**src/rtl/multicycle_ctrl.sv**
```systemverilog
// multicycle_ctrl: multi-cycle control FSM sequencing FETCH/DECODE/EXEC/MEM/WB with memory handshakes
module multicycle_ctrl #(
  parameter int OP_W = 6,
  parameter int ALUOP_W = 5,
  parameter int MEM_TO = 16,
  parameter int CNT_W = 32
) (
  input  logic               clk_i,
  input  logic               rst_i,
  input  logic [OP_W-1:0]    instr_op_i,
  input  logic               imem_ready_i,
  input  logic               dmem_ready_i,
  output logic               IMemReq_o,
  output logic               IRWrite_o,
  output logic               PCWrite_o,
  output logic               DMemReq_o,
  output logic               MemWrite_o,
  output logic [1:0]         MemNum_o,
  output logic               UnSigned_o,
  output logic               RegDst_o,
  output logic               ALUSrc_o,
  output logic               MemtoReg_o,
  output logic               Branch_o,
  output logic               Jump_o,
  output logic               RegWrite_o,
  output logic [ALUOP_W-1:0] ALU_op_o,
  output logic [2:0]         state_o,
  output logic [CNT_W-1:0]   instret_o,
  output logic               halt_o,
  output logic               illegal_o,
  output logic               bus_err_o
);
  localparam int TO_W = $clog2(MEM_TO);
  typedef enum logic [2:0] {
    FETCH  = 3'd0,
    DECODE = 3'd1,
    EXEC   = 3'd2,
    MEM    = 3'd3,
    WB     = 3'd4,
    HALTED = 3'd5
  } state_t;
  state_t state, stateNext;
  logic [OP_W-1:0] opQ;
  logic [TO_W-1:0] toCnt;
  logic isR, isImm, isLoad, isStore, isBranch, isJ, isJal, opDefined, isHalt;
  logic waiting, timedOut, active, retire;
  logic [1:0] memNum;
  logic [ALUOP_W-1:0] aluOp;
  always_comb begin
    isR       = opQ == 6'h00;
    isImm     = opQ inside {6'h08, 6'h09, 6'h0A, 6'h0C, 6'h0D, 6'h0E, 6'h0F};
    isLoad    = opQ inside {6'h20, 6'h21, 6'h23, 6'h24, 6'h25};
    isStore   = opQ inside {6'h28, 6'h29, 6'h2B};
    isBranch  = opQ inside {6'h04, 6'h05, 6'h07};
    isJ       = opQ == 6'h02;
    isJal     = opQ == 6'h03;
    isHalt    = instr_op_i == 6'h3F;
    opDefined = instr_op_i inside {6'h00, 6'h08, 6'h09, 6'h0A, 6'h0C, 6'h0D, 6'h0E, 6'h0F,
                                   6'h04, 6'h05, 6'h07, 6'h02, 6'h03, 6'h20, 6'h21, 6'h23,
                                   6'h24, 6'h25, 6'h28, 6'h29, 6'h2B};
    memNum    = opQ inside {6'h23, 6'h2B} ? 2'b11 :
                opQ inside {6'h21, 6'h25, 6'h29} ? 2'b10 :
                opQ inside {6'h20, 6'h24, 6'h28} ? 2'b01 : 2'b00;
  end
  always_comb begin
    aluOp = '0;
    case (opQ)
      6'h08, 6'h20, 6'h21, 6'h23, 6'h24, 6'h25, 6'h28, 6'h29, 6'h2B: aluOp = 5'h01;
      6'h09: aluOp = 5'h02;
      6'h0A: aluOp = 5'h09;
      6'h0C: aluOp = 5'h04;
      6'h0D: aluOp = 5'h05;
      6'h0E: aluOp = 5'h07;
      6'h0F: aluOp = 5'h11;
      6'h04: aluOp = 5'h0D;
      6'h05: aluOp = 5'h0E;
      6'h07: aluOp = 5'h0F;
      6'h02, 6'h03: aluOp = 5'h10;
      default: aluOp = 5'h00;
    endcase
  end
  // ready arriving in the final allowed cycle still wins over the timeout
  always_comb begin
    waiting  = (state == FETCH && !imem_ready_i) || (state == MEM && !dmem_ready_i);
    timedOut = waiting && toCnt == TO_W'(MEM_TO - 1);
  end
  always_comb begin
    stateNext = state;
    unique case (state)
      FETCH:   stateNext = imem_ready_i ? DECODE : timedOut ? HALTED : FETCH;
      DECODE:  stateNext = isHalt ? HALTED : opDefined ? EXEC : FETCH;
      EXEC:    stateNext = (isLoad || isStore) ? MEM : (isBranch || isJ || isJal) ? FETCH : WB;
      MEM:     stateNext = dmem_ready_i ? (isLoad ? WB : FETCH) : timedOut ? HALTED : MEM;
      WB:      stateNext = FETCH;
      default: stateNext = HALTED;
    endcase
  end
  always_comb begin
    active     = state inside {EXEC, MEM, WB};
    retire     = active && stateNext == FETCH;
    IMemReq_o  = state == FETCH;
    IRWrite_o  = state == FETCH && imem_ready_i;
    PCWrite_o  = state == FETCH && imem_ready_i;
    DMemReq_o  = state == MEM;
    MemWrite_o = state == MEM && isStore;
    RegWrite_o = state == WB || (state == EXEC && isJal);
    Branch_o   = state == EXEC && isBranch;
    Jump_o     = state == EXEC && (isJ || isJal);
    RegDst_o   = active && isR;
    ALUSrc_o   = active && (isImm || isLoad || isStore);
    MemtoReg_o = active && isLoad;
    UnSigned_o = active && opQ inside {6'h09, 6'h24, 6'h25};
    MemNum_o   = active ? memNum : 2'b00;
    ALU_op_o   = active ? aluOp : '0;
    state_o    = state;
  end
  always_ff @(posedge clk_i) begin
    if (rst_i) begin
      state     <= FETCH;
      opQ       <= '0;
      toCnt     <= '0;
      instret_o <= '0;
      halt_o    <= 1'b0;
      illegal_o <= 1'b0;
      bus_err_o <= 1'b0;
    end else begin
      state     <= stateNext;
      if (state == DECODE) opQ <= instr_op_i;
      toCnt     <= (stateNext != state && (stateNext == FETCH || stateNext == MEM)) ? '0 :
                   (waiting && !timedOut) ? toCnt + 1'b1 : toCnt;
      if (retire) instret_o <= instret_o + 1'b1;
      illegal_o <= state == DECODE && !opDefined && !isHalt;
      halt_o    <= halt_o || stateNext == HALTED;
      bus_err_o <= bus_err_o || timedOut;
    end
  end
endmodule
```
**config.mk**
```make
export PLATFORM = sky130hd
export DESIGN_NAME = multicycle_ctrl
export DESIGN_NICKNAME = d
export VERILOG_FILES = /design/src/rtl/multicycle_ctrl.sv
export SDC_FILE = /design/constraint.sdc
export NUM_CORES = 1
export LEC_CHECK = 0
export ABC_AREA = 1
export BUFFER_PORTS_ARGS = -buffer_cell sky130_fd_sc_hd__buf_4
export CAP_MARGIN = 30
export CELL_PAD_IN_SITES_DETAIL_PLACEMENT = 1
export CELL_PAD_IN_SITES_GLOBAL_PLACEMENT = 1
export CORE_MARGIN = 2
export CORE_UTILIZATION = 42
export CTS_BUF_LIST = sky130_fd_sc_hd__clkbuf_16
export DETAILED_ROUTE_END_ITERATION = 6
export PLACE_DENSITY = 0.91
export RECOVER_POWER = 100
export SYNTH_ARGS = -nofsm -noshare
export SYNTH_HDL_FRONTEND = slang
export SYNTH_SLANG_ARGS = --single-unit
```
**constraint.sdc**
```tcl
create_clock -name clk_i -period 5.62 [get_ports clk_i]
set_clock_uncertainty 0.15 [all_clocks]
set_input_delay 0.843 -clock clk_i [delete_from_list [all_inputs] [get_ports clk_i]]
set_output_delay 0.843 -clock clk_i [all_outputs]
set_load 0.1 [all_outputs]
```
### Word level (Yosys, flattened, before mapping)

Memory sizes are Yosys's and may differ from the RTL's. A register that Yosys moved wholly into a read port is not among the register bits.
Cells that the tools add are included.

| cells by class | value |
|---|---|
| add/sub/neg operators | 2 |
| eq/ne operators | 49 |
| multiplexer cells | 17 |
| reductions and logical operators | 48 |

Operators with widths:

| kind | count |
|---|---|
| 6-bit == test (second input constant) | 17 |
| 6-bit by 4-bit == test with 1-bit output (second input constant) | 14 |
| 6-bit by 3-bit == test with 1-bit output (second input constant) | 6 |
| 32-bit by 1-bit adder with 32-bit output (second input constant) | 1 |
| 6-bit by 2-bit == test with 1-bit output (second input constant) | 4 |
| 3-bit 2-to-1 mux | 8 |
| 21-bit nonzero test | 1 |
| 3-bit nonzero test | 6 |
| 1-bit logical AND | 17 |
| 3-bit one-hot mux with 5 select lines | 1 |
| 6-bit logical NOT | 2 |
| 6-bit 2-to-1 mux | 2 |
| 1-bit logical OR | 11 |
| 3-bit by 2-bit == test with 1-bit output (second input constant) | 3 |
| 2-bit 2-to-1 mux | 4 |
| 7-bit nonzero test | 1 |
| 3-bit == test (second input constant) | 2 |
| 3-bit logical NOT | 2 |
| 1-bit logical NOT | 5 |
| 5-bit 2-to-1 mux | 1 |
| 5-bit nonzero test | 1 |
| 4-bit by 1-bit adder with 4-bit output (second input constant) | 1 |
| 4-bit == test (second input constant) | 1 |
| 3-bit by 1-bit == test with 1-bit output (second input constant) | 1 |
| 4 further kinds | 4 |

| storage, ports and cells | value |
|---|---|
| word-level logic and storage cells | 124 |
| memories kept | 1 |
| input bits | 10 |
| bits in read-only memories | 320 |
| bits in registers | 48 |
| output and inout port bits | 57 |

Memory list:

| name | depth | bits a word | rd ports | clocked after Yosys merged registers in | write ports | line | text |
|---|---|---|---|---|---|---|---|
| (name not given) | 64 | 5 | 1 | 1 | 0 | 67 | `case (opQ)` |

### Longest topological paths before layout

Gate-level depths: netlist of the first run.

| depth | value |
|---|---|
| word-level depth | 11 |
| mapped depth | 13 |
| mapped depth without buffers | 13 |

### Worst setup path before layout of the first run

Ideal clock, no wire load.

| path | value |
|---|---|
| path kind | register to output |
| start | reg state[2] (netlist: state_o[2]) |
| end | out MemNum_o[0] |
| stages on the path, launching flop included | 7 |
| path buffers | 0 |
| arrival | 3.692 ns |
| path slack | 0.935 ns |
| data required time | 4.627 ns |
| path through | dfxtp_1 > inv_2 > nor2_1 > inv_1 > nand2_1 > nand2_1 > o21ai_0 |

| between the ends | value |
|---|---|
| word-level cells in the longest chain between the ends | 3 |
| elaborated cells on any way between the ends | 5 |
| those cells by class | eq/ne (3); mux (1); reduce/logical (1) |

RTL lines:

| what | line | text |
|---|---|---|
| start: declaration | 42 | `state_t state, stateNext;` |
| start signal: assignment | 127 | `state <= stateNext;` |
| 3-bit by 2-bit == test with 1-bit output or 3-bit == test (tied branches) | 99 | `active = state inside {EXEC, MEM, WB};` |
| 3-bit nonzero test (*) | 99 |  |
| 2-bit 2-to-1 mux (*) | 113 | `MemNum_o = active ? memNum : 2'b00;` |
| end: declaration | 18 | `output logic [1:0] MemNum_o,` |

Every way passes the cells marked *; elsewhere a longest branch is shown, timed or not.

### Worst setup path in the final report of the first run

| path | value |
|---|---|
| start | reg state[0] (netlist: state_o[0]) |
| end | reg instret_o[27] |

| between the ends | value |
|---|---|
| word-level cells in the longest chain between the ends | 9 |
| elaborated cells on any way between the ends | 17 |
| those cells by class | eq/ne (4); mux (5); reduce/logical (8) |

RTL lines:

| what | line | text |
|---|---|---|
| 3-bit by 2-bit == test with 1-bit output or 3-bit logical NOT (tied branches) | 84, 89, 99 |  |
| 1-bit logical AND | 84 | `waiting = (state == FETCH && !imem_ready_i) \|\| (state == MEM && !dmem_ready_i);` |
| 1-bit logical OR | 84 |  |
| 1-bit logical AND | 85 | `timedOut = waiting && toCnt == TO_W'(MEM_TO - 1);` |
| 3-bit 2-to-1 mux, on equally long branches (2 in a row) | 90, 93 |  |
| 3-bit one-hot mux with 5 select lines | 89 | `unique case (state)` |
| 3-bit logical NOT | 100 | `retire = active && stateNext == FETCH;` |
| 1-bit logical AND (*) | 100 |  |
| end signal: assignment | 131 | `if (retire) instret_o <= instret_o + 1'b1;` |
| end: declaration | 28 | `output logic [CNT_W-1:0] instret_o,` |

Marked as above.
A chain may end at the register's enable or synchronous reset.

==> summary.txt, run 1 <==
Outcome
  • Run status: completed

Die
  • Area of the placeable core: 0.00781 mm2
  • Die W: 94.4 um
  • Die area: approximately 0.0089 mm2
  • Effective utilization at floorplan: 44.0%
  • Y dimension of the die: 94.4 um
  • Number of placed I/O pins: 67
  • Standard-cell row count: 32

Yosys
  • Post-synth EDFFs: 0
  • Gate count after technology mapping: 538
  • Library cell occupying the most area in the post-synthesis netlist: dfxtp_1
  • Most area-consuming cells after synthesis: dfxtp_1 31%, nand2_1 16%, nor2_1 8.7%
  • Unique masters post-synth: 32
  • Asr flop ratio synth: 0%
  • Flip-flop and latch count after synthesis: 53
  • Synthesized Nets: 555
  • Post-Synthesis Cell Area: 0.00344 mm2
  • Yosys warnings: 0
  • Portion of synthesized cell area occupied by the leading cell type: between 30% and 40%
  • Ys flop type: dfxtp_1
  • Sequential-to-total area share from yosys stat: 30.9%
  • Mean cell area of the mapped netlist: 6.39 um2

Drt
  • Number of remaining DRC errors: 0
  • Detailed-route vias per instance: 5.18
  • Antenna Nets Post-Route: 0
  • Post-Route WL: ~10000 um
  • Number of vias in the routed layout: 3634
  • Number of DRC markers in iteration 0: ~110
  • WL per Instance: 14.6 um
  • DRT Pass-1 Iters: 4

Timing
  • Period utilisation layout: between 60% and 70%
  • Count of pins over their slew limit: 0
  • Minimum clock period after layout: 3780 ps
  • Worst hold-check slack: 326 ps
  • Peak Freq: between 200 and 300 MHz
  • Final number of hold-violating endpoints: 0
  • Accumulated negative setup slack: 0 ps
  • Tightest slew margin relative to the limit: a little over 20%
  • Final setup fails: 0
  • Unrepaired setup endpoints after global routing: no
  • Slew @ Worst Pin: roughly 1200 ps

Finish
  • Final design utilization: about half
  • Highest-count cells in the layout ignoring fill and taps: 152 x nand2_1, 81 x nor2_1, 57 x inv_1, 57 x clkbuf_1, 53 x dfxtp_1
  • Number of antenna diodes: 0
  • Most frequent standard cell in the layout excluding fill and tap cells: nand2_1
  • Filler cells: ~1100
  • Area delta synth->final: 12.2%
  • Layout Cells excl Fill: 702
  • Post-layout net count: 616
  • Proportion of layout cells with a drive suffix above 1: around 5.3%

Worst hold path
  • Hold Path Class: reg2reg
  • Depth of the worst hold-timing path: 2

Global route
  • Total global-route track usage: 23.6%
  • Total gr overflow: 0
  • Maximum number of pins on one net before global-route repair: 44
  • Initial antenna violation count: 0
  • Via count of the first global-routing pass: 3706
  • First-pass GRT wire length: 17000 um

Worst setup path
  • Start-to-end type of the worst setup path: reg2reg
  • Highest fanout seen on the critical path: 34
  • Arr. time, crit path: 3800 ps
  • Worst path required time: 5640 ps
  • Worst Reg-to-Reg Cells: 11
  • Sort of element at the start of the critical path: register
  • Crit path capture type: register

Placement
  • Total half-perimeter wirelength after legalization and detailed placement: 7980 um
  • Quantity of I/O buffers inserted on ports: 66
  • Cells after DPL: 694
  • Final weighted congestion in routability-driven placement: 0.923

CTS
  • Clock tree buffer depth: 2
  • Reg clk slew, reported paths: 80 ps
  • CTS tree: done
  • Clock network latency to the later pin of the worst-skew pair: 290 ps
  • Cts hold-fix bufs: 0
  • Post_cts resized: 0
  • Buffer cell driving the clock tree root: clkbuf_16
  • Total CTS buffers: 5
  • Num Clock Sinks: 53
  • Setup Buffers After CTS: 0
  • H-tree depth: 2

Flow run
  • Max-cap violation count: 0

Power
  • Peak supply drop: 0.000146 V
  • Power density over cell area: about 220 mW/mm2
  • Leakage: 0.00152 uW
power breakdown:
| part | internal, uW | switching (uW) | total (uW) | leakage, uW |
|---|---|---|---|---|
| registers | 387 | 9.38 | 396 | 0.000429 |
| clock network | 162 | 140 | 303 | 0.0000724 |
| logic | 31.8 | 106 | 138 | 0.00102 |
path summary, 6_finish.rpt:
path                   start            end  slack (ps)
hold reg to reg    bus_err_o      bus_err_o         330
hold / removal     bus_err_o      bus_err_o         330
setup reg to reg  state_o[0]  instret_o[27]        1840
setup / recovery  state_o[0]  instret_o[27]        1840
flip-flops by register name (all words and copies together) (netlist names):
| signal | cells |
|---|---|
| opQ | 6 |
| aluOp | 5 |
| instret_o | 32 |
| bus_err_o | 1 |
| state_o | 3 |
| illegal_o | 1 |
| halt_o | 1 |
| toCnt | 4 |
cell families after synthesis:
kind of cell	count (synthesis)	synth area share, %
fa+ha+maj	7	2.55
compound gates	59	9.18
simple gates	316	39.9
flops	53	30.9
mux	1	0.291
xor+xnor	31	7.90
buf+inv	71	9.25
synthesized netlist by cell type, drive strengths merged (3+ instances only):
cell,number
xor2,20
nor4,4
dfxtp,53
inv,59
nand4,4
nor3b,3
nor3,24
a21oi,37
nor2,86
clkbuf,5
o211ai,3
buf,7
o21ai,17
ha,7
nand2,155
nand3,40
xnor2,11
layer usage:
metal / global-route usage (%) / vias to the layer above / part of all wire [%]
li1: - / 1839 / -
met5: 0 / - / 0
met4: 7.49 / 0 / 2.2
met1: 28.7 / 1704 / 45
met3: 3.11 / 20 / 2.9
met2: 43.1 / 71 / 50
stage by stage:
stage	cell area (um2)	total power (uW)	setup WS (ps)
2_1_floorplan	3440	514	935
4_1_cts	4110	851	2750
6_report	3860	837	1840
3_3_place_gp	3970	544	2980
5_1_grt	3860	870	1350
3_5_place_dp	3970	550	2860
worst max-delay path, cell delays in order (launching register included):
cell and delay [ps]:
dfxtp_1 450, inv_1 140, nor3_1 870, nand2_1 160, nand2_1 180, nor2_1 90, nand3_2 80, inv_1 60
nand2_1 860, inv_4 320, o21ai_0 210, a21oi_2 70
final cells by class:
class / count / area (um2) / area share (%)
multi-input combinational: 414 / 2020 / 52.4
sequential: 53 / 1060 / 27.5
timing repair buffer: 66 / 282 / 7.30
inverter: 59 / 224 / 5.81
tap: 102 / 128 / 3.31
clock buffer: 5 / 125 / 3.24
clock inverter: 3 / 15.0 / 0.389
Power figures use the tool's default switching activity.
==> run 2, diff against run 1 <==
Settings changed: ABC_AREA 1 to 0, CORE_UTILIZATION 42 to 40, PLACE_DENSITY 0.91 to 0.85.
Clock period 5.62 ns to 3.95 ns, I/O delays scaled along.
==> run 2 against run 1 <==
  * Synthesized cell count fell by 32%
  * Via count fell by 19%
  * Global-route usage fell by 2.7 points
  * Non-clock buffer count rose by 1
  * Critical path depth fell by 6
  * Critical endpoint is now UnSigned_o
  * Largest power group unchanged
  * Highest routed layer unchanged
==> summary.txt, run 2 <==
Power
  • Peak supply drop: 0.000158 V (+8.8%)
  • Comb pwr share: 12.7% (-3.8 points)
  • Overall power of the completed layout: 1160 uW (+39%)
  • Switching part of the total power: 29.1% (-1.5 points)
  • Cell Int Power: 824 uW (+42%)
  • Switching component of the power: 338 uW (+32%)
  • Clock Power Share: 39.1% (+2.9 points)
  • Power density over cell area: 334 mW/mm2 (+54%)
  • Leakage: 0.00112 uW (-26%)
  • Seq pwr share: 48.3% (+1.0 points)

Flow run
  • Max-cap violation count: 0 (unchanged)

CTS
  • CTS tree: done
  • H-tree depth: 2 (unchanged)
  • Post_cts resized: 0 (unchanged)
  • Total CTS buffers: 5 (unchanged)
  • Clock network latency to the later pin of the worst-skew pair: 300 ps (about the same)
  • Reg clk slew, reported paths: 70 ps (about the same)
  • Cts hold-fix bufs: 0 (unchanged)
  • Buffer cell driving the clock tree root: clkbuf_16
  • Clock tree buffer depth: 2 (unchanged)
  • Setup Buffers After CTS: 0 (unchanged)
  • Num Clock Sinks: 53 (unchanged)

Finish
  • Proportion of layout cells with a drive suffix above 1: 11.4% (+6.0 points)
  • Post-route cell area: 0.00348 mm2 (-9.7%)
  • Filler cells: 943 (-16%)
  • Highest-count cells in the layout ignoring fill and taps: 53 x dfxtp_1, 49 x clkbuf_1, 40 x a21oi_1
  • Most frequent standard cell in the layout excluding fill and tap cells: dfxtp_1
  • Sequential cell area: 0.00106 mm2 (unchanged)
  • Layout Cells excl Fill: 521 (-26%)
  • Area delta synth->final: 15.8%
  • Number of antenna diodes: 0 (unchanged)
  • Largest register by flop count: instret_o
  • Flip-flop count of the largest register, all copies and words added: 32 (unchanged)
  • Area occupied by multi-input gates: 0.00181 mm2 (-11%)
  • Post-layout net count: 438 (-29%)

Yosys
  • Adder-cell share of the synthesized area: 2.91% (+0.36 points)
  • Sequential-to-total area share from yosys stat: 35.3% (+4.4 points)
  • Gate count after technology mapping: 368 (-32%)
  • Synthesized Nets: 385 (-31%)
  • Library cell occupying the most area in the post-synthesis netlist: dfxtp_1
  • Most frequent cell after synthesis: dfxtp_1
  • Share of cell area taken by muxes after synthesis: 3.08% (+2.8 points)
  • Synthesized-area fraction occupied by and/or/nand/nor cells: 33.0% (-7.0 points)
  • Yosys warnings: 0 (unchanged)
  • Post-synth EDFFs: 0 (unchanged)
  • Synth cell count leaders: 53 x dfxtp_1, 40 x a21oi_1, 27 x nand2_1
  • Unique masters post-synth: 57 (+78%)
  • Portion of synthesized cell area occupied by the leading cell type: 35.3% (+4.4 points)
  • Ys flop type: dfxtp_1
  • Post-synthesis compound-gate area fraction: 18.6% (+9.5 points)
  • XOR/XNOR Fraction of Synth Area: 2.33% (-5.6 points)
  • Most area-consuming cells after synthesis: dfxtp_1 35%, a21oi_1 6.7%, o21ai_0 3.8%
  • Mean cell area of the mapped netlist: 8.18 um2 (+28%)
  • Post-Synthesis Cell Area: 0.00301 mm2 (-12%)
  • Flip-flop and latch count after synthesis: 53 (unchanged)
  • Largest family of logic cells by synthesized area: simple AND/OR/NAND/NOR gates
  • Asr flop ratio synth: 0% (unchanged)

Timing
  • Worst hold-check slack: 345 ps (+18.8 ps)
  • Unrepaired setup endpoints after global routing: no
  • Accumulated negative setup slack: 0 ps (unchanged)
  • Count of pins over their slew limit: 0 (unchanged)
  • Tightest slew margin relative to the limit: 19.7% (-0.80 points)
  • Final number of hold-violating endpoints: 0 (unchanged)
  • Final setup fails: 0 (unchanged)
  • Minimum clock period after layout: 3310 ps
  • Period utilisation layout: ~84%
  • Peak Freq: 302 MHz
  • Slew @ Worst Pin: 1210 ps (+12.0 ps)

Worst setup path
  • Crit path capture type: output pin
  • Arr. time, crit path: 2570 ps (-1230 ps)
  • Max incr delay on CP: 890 ps (+20 ps)
  • Number of gates on the worst path with buffers counted: 5 (-6)
  • Cell breakdown of the critical path: nand2b_1, nor2_1, nor2_1, a2111oi_2, clkbuf_1
  • Slowest cell on the critical path: clkbuf_1
  • CP top delay family: buffers and inverters
  • Worst Reg-to-Reg Cells: 8 (-3)
  • Highest fanout seen on the critical path: 11 (-68%)
  • Worst reg2reg path startpoint: state_o[0]
  • Launching element of the worst setup path: state_o[2]
  • Worst path required time: 3210 ps (-2430 ps)
  • Sort of element at the start of the critical path: register
  • Cell seen most often among critical-path stages: nor2_1
  • Critical path buffer and inverter count: 1 (-2)
  • Critical path capture point: UnSigned_o
  • Worst reg2reg path endpoint: aluOp[0]
  • Worst R2R Setup Slack: 970 ps (-870 ps)
  • Start-to-end type of the worst setup path: reg2out

Die
  • Effective utilization at floorplan: 41.5% (-2.5 points)
  • Die area: 0.00823 mm2 (-7.7%)
  • Die W: 90.7 um (-3.9%)
  • Standard-cell row count: 31 (-3.1%)
  • Y dimension of the die: 90.7 um (-3.9%)
  • Number of placed I/O pins: 67 (unchanged)
  • Area of the placeable core: 0.00725 mm2 (-7.1%)

Drt
  • WL per Instance: 16.5 um (+13%)
  • Number of remaining DRC errors: 0 (unchanged)
  • Number of DRC markers in iteration 0: 69 (-39%)
  • Detailed-route vias per instance: 5.64 (+9.0%)
  • Number of vias in the routed layout: 2941 (-19%)
  • Post-Route WL: 8580 um (-16%)
  • Antenna Nets Post-Route: 0 (unchanged)
  • DRT Pass-1 Iters: 4 (unchanged)

Placement
  • Cells after DPL: 513 (-26%)
  • Placed cell areas: 0.00358 mm2 (-9.8%)
  • Total half-perimeter wirelength after legalization and detailed placement: 6240 um (-22%)
  • Quantity of I/O buffers inserted on ports: 66 (unchanged)
  • Final weighted congestion in routability-driven placement: 0.858 (-7.1%)

Global route
  • First-pass GRT wire length: 14200 um (-16%)
  • Initial antenna violation count: 0 (unchanged)
  • Total global-route track usage: 21.0% (-2.7 points)
  • Via count of the first global-routing pass: 2866 (-23%)
  • Total gr overflow: 0 (unchanged)
  • Maximum number of pins on one net before global-route repair: 53 (+20%)

Worst hold path
  • Hold Path Class: reg2reg

Outcome
  • Run status: completed
## run 2: routing by layer
metal | track usage [%] | part of all wire [%] | up-vias
met4 | 7.05 | 1.8 | 0
met3 | 4.01 | 3.8 | 12
met5 | 0 | 0 | -
li1 | - | - | 1456
met1 | 26.5 | 46 | 1418
met2 | 35.8 | 49 | 55
## run 2: kinds of logic after synthesis
family,Yosys count
AO/OA/AOI/OAI,90
XOR/XNOR,8
adder cells (fa/ha/maj),7
buffers and inverters,32
flip-flops,53
multiplexers,9
AND/OR/NAND/NOR,169
## run 2: final cells by class
cell class / count / share of cell area [%]
Multi-Input combinational cell: 283 / 51.9
Sequential cell: 53 / 30.5
Timing Repair Buffer: 67 / 8.51
Clock buffer: 5 / 3.59
Tap cell: 99 / 3.56
Inverter: 11 / 1.19
Clock inverter: 3 / 0.754
## run 2: how the worst min path moves through the flow
stage,start,endpoint,cells after the start
floorplan,toCnt[1],toCnt[1],2
global placement,bus_err_o,bus_err_o,2
detailed placement,bus_err_o,bus_err_o,2
CTS,bus_err_o,bus_err_o,2
global route,instret_o[18],instret_o[18],2
finish,bus_err_o,bus_err_o,2
## run 2: tightest hold or removal path: cells and delay by family, from the launching register on
kind / cells / cell delay (ps)
flops: 1 / 340
simple gates: 2 / 120
## run 2: stage by stage
step | util [%] | setup WS, ps
final | 48.0 | 641
after global routing | 48.0 | 520
after CTS | 51.4 | 869
after detailed placement | 49.3 | 1190
after global placement | 49.3 | 1340
after floorplan | - | -388
## run 2: power groups by stage
stage / Clock, uW / Sequential [uW] / Combinational [uW]
floorplan: 0 / 579 / 113
global placement: 0 / 573 / 151
detailed placement: 0 / 574 / 156
CTS: 467 / 561 / 157
global route: 490 / 563 / 159
finish: 454 / 561 / 147
==> run 3, diff against run 2 <==
Settings changed: ABC_AREA 0 to 1, CORE_UTILIZATION 40 to 39, PLACE_DENSITY 0.85 to 0.86.
Clock period 3.95 ns to 3.3 ns, I/O delays scaled along.
==> run 3 against run 2 <==
  * Final area is 13% higher
  * Register-to-register slack worse by 450 ps
  * Cell count increased by 36%
  * Via count rose by 24%
  * Routed wire length rose by 21%
  * Clock power grew 13%
  * Power is 23% higher
  * Critical path depth increased by 2
  * Critical endpoint is now ALUSrc_o
  * Highest routed layer unchanged
==> summary.txt, run 3 (synthesis results as in run 1) <==
Die
  • Standard-cell row count: 34 (+9.7%)
  • Die W: 97.9 um (+7.9%)
  • Area of the placeable core: 0.00864 mm2 (+19%)
  • Effective utilization at floorplan: 39.8% (-1.7 points)
  • Y dimension of the die: 97.9 um (+7.9%)
  • Die area: 0.00958 mm2 (+16%)
  • Number of placed I/O pins: 67 (unchanged)

Placement
  • Cells after DPL: 700 (+36%)
  • Final weighted congestion in routability-driven placement: 0.847 (-1.3%)
  • Quantity of I/O buffers inserted on ports: 66 (unchanged)
  • Total half-perimeter wirelength after legalization and detailed placement: 8160 um (+31%)

Global route
  • Initial antenna violation count: 0 (unchanged)
  • Maximum number of pins on one net before global-route repair: 44 (-17%)
  • Total gr overflow: 0 (unchanged)
  • Total global-route track usage: 22.0% (+0.99 points)
  • Via count of the first global-routing pass: 3731 (+30%)
  • First-pass GRT wire length: 17600 um (+24%)

CTS
  • Reg clk slew, reported paths: 70 ps (about the same)
  • Setup Buffers After CTS: 0 (unchanged)
  • Cts hold-fix bufs: 0 (unchanged)
  • Clock tree buffer depth: 2 (unchanged)
  • Total CTS buffers: 5 (unchanged)
  • Post_cts resized: 0 (unchanged)
  • Clock network latency to the later pin of the worst-skew pair: 290 ps (about the same)
  • Num Clock Sinks: 53 (unchanged)
  • H-tree depth: 2 (unchanged)
  • CTS tree: done
  • Buffer cell driving the clock tree root: clkbuf_16

Timing
  • Period utilisation layout: 89.3%
  • Peak Freq: 339 MHz
  • Count of pins over their slew limit: 0 (unchanged)
  • Slew @ Worst Pin: 1170 ps (-38.7 ps)
  • Accumulated negative setup slack: 0 ps (unchanged)
  • Unrepaired setup endpoints after global routing: no
  • Minimum clock period after layout: 2950 ps
  • Final number of hold-violating endpoints: 0 (unchanged)
  • Final setup fails: 0 (unchanged)
  • Tightest slew margin relative to the limit: 22.2% (+2.6 points)

Finish
  • Layout Cells excl Fill: 707 (+36%)
  • Most frequent standard cell in the layout excluding fill and tap cells: nand2_1
  • Highest-count cells in the layout ignoring fill and taps: 152 x nand2_1, 74 x nor2_1, 55 x inv_1
  • Post-layout net count: 616 (+41%)
  • Filler cells: 1172 (+24%)
  • Flip-flop count of the largest register, all copies and words added: 32 (unchanged)
  • Area delta synth->final: 14.7%
  • Proportion of layout cells with a drive suffix above 1: 9.68% (-1.7 points)
  • Largest register by flop count: instret_o
  • Number of antenna diodes: 0 (unchanged)

Worst setup path
  • Sort of element at the start of the critical path: register
  • Highest fanout seen on the critical path: 9 (-2)
  • Crit path capture type: output pin
  • Cell seen most often among critical-path stages: inv_2
  • Critical path buffer and inverter count: 4 (+3)
  • Start-to-end type of the worst setup path: reg2out
  • Worst path required time: 2650 ps (-560 ps)
  • Arr. time, crit path: 2300 ps (-270 ps)
  • Slowest cell on the critical path: dfxtp_1
  • CP top delay family: buffers and inverters
  • Max incr delay on CP: 640 ps (-250 ps)
  • Cell breakdown of the critical path: inv_2, nor2_1, inv_1, nand2_1, inv_2, a31oi_2, clkbuf_2

Drt
  • Number of remaining DRC errors: 0 (unchanged)
  • Number of DRC markers in iteration 0: 100 (+45%)
  • Post-Route WL: 10300 um (+21%)
  • Detailed-route vias per instance: 5.15 (-8.7%)
  • Antenna Nets Post-Route: 0 (unchanged)
  • DRT Pass-1 Iters: 4 (unchanged)
  • Number of vias in the routed layout: 3642 (+24%)
  • WL per Instance: 14.6 um (-11%)

Power
  • Peak supply drop: 0.000175 V (+11%)
  • Power density over cell area: 363 mW/mm2 (+8.7%)
  • Leakage: 0.00156 uW (+39%)

Flow run
  • Max-cap violation count: 0 (unchanged)

Outcome
  • Run status: completed

Worst hold path
  • Hold Path Class: reg2reg
-- run 3: final timing paths --
path / startpoint / to / slack [ps] / cells past startpoint
setup / recovery: state_o[2] / ALUSrc_o / 350 / 7
hold / removal: bus_err_o / bus_err_o / 360 / 2
setup reg to reg: opQ[5] / instret_o[6] / 520 / 12
hold reg to reg: bus_err_o / bus_err_o / 360 / 2
-- run 3: layer usage --
metal,track usage (%),vias to the layer above,routed length (um)
met5,0,-,0
met4,6.94,0,138
met3,2.58,11,288
met2,39.9,57,5230
met1,27.0,1741,4680
li1,-,1833,-
-- run 3: through the flow --
| step | util, % | hold WS, ps | cell area, um2 | worst slack [ps] | total power (uW) |
|---|---|---|---|---|---|
| after floorplan | - | 357 | 3490 | -369 | 881 |
| after global placement | 46.7 | 326 | 4030 | 767 | 931 |
| after detailed placement | 46.7 | 351 | 4030 | 732 | 943 |
| after CTS | 48.2 | 359 | 4170 | 512 | 1450 |
| after global routing | 45.6 | 383 | 3940 | 184 | 1490 |
| final | 45.6 | 359 | 3940 | 354 | 1430 |
-- run 3: power breakdown --
group	total, uW	internal, uW	switching [uW]
clock network	514	275	239
logic	239	55.0	184
registers	676	658	17.9
-- run 3: cell type report --
class	count	area (um2)	area share, %
inverter	59	221	5.62
timing repair buffer	66	298	7.56
multi-input combinational	414	2090	53.0
clock buffer	5	125	3.17
clock inverter	2	11.3	0.286
tap	108	135	3.43
sequential	53	1060	27.0
-- run 3: tightest hold or removal path, cell delays in order, from the launching register on --
cell and delay [ps]:
dfxtp_1 340, nor2_1 50, nor2_1 80
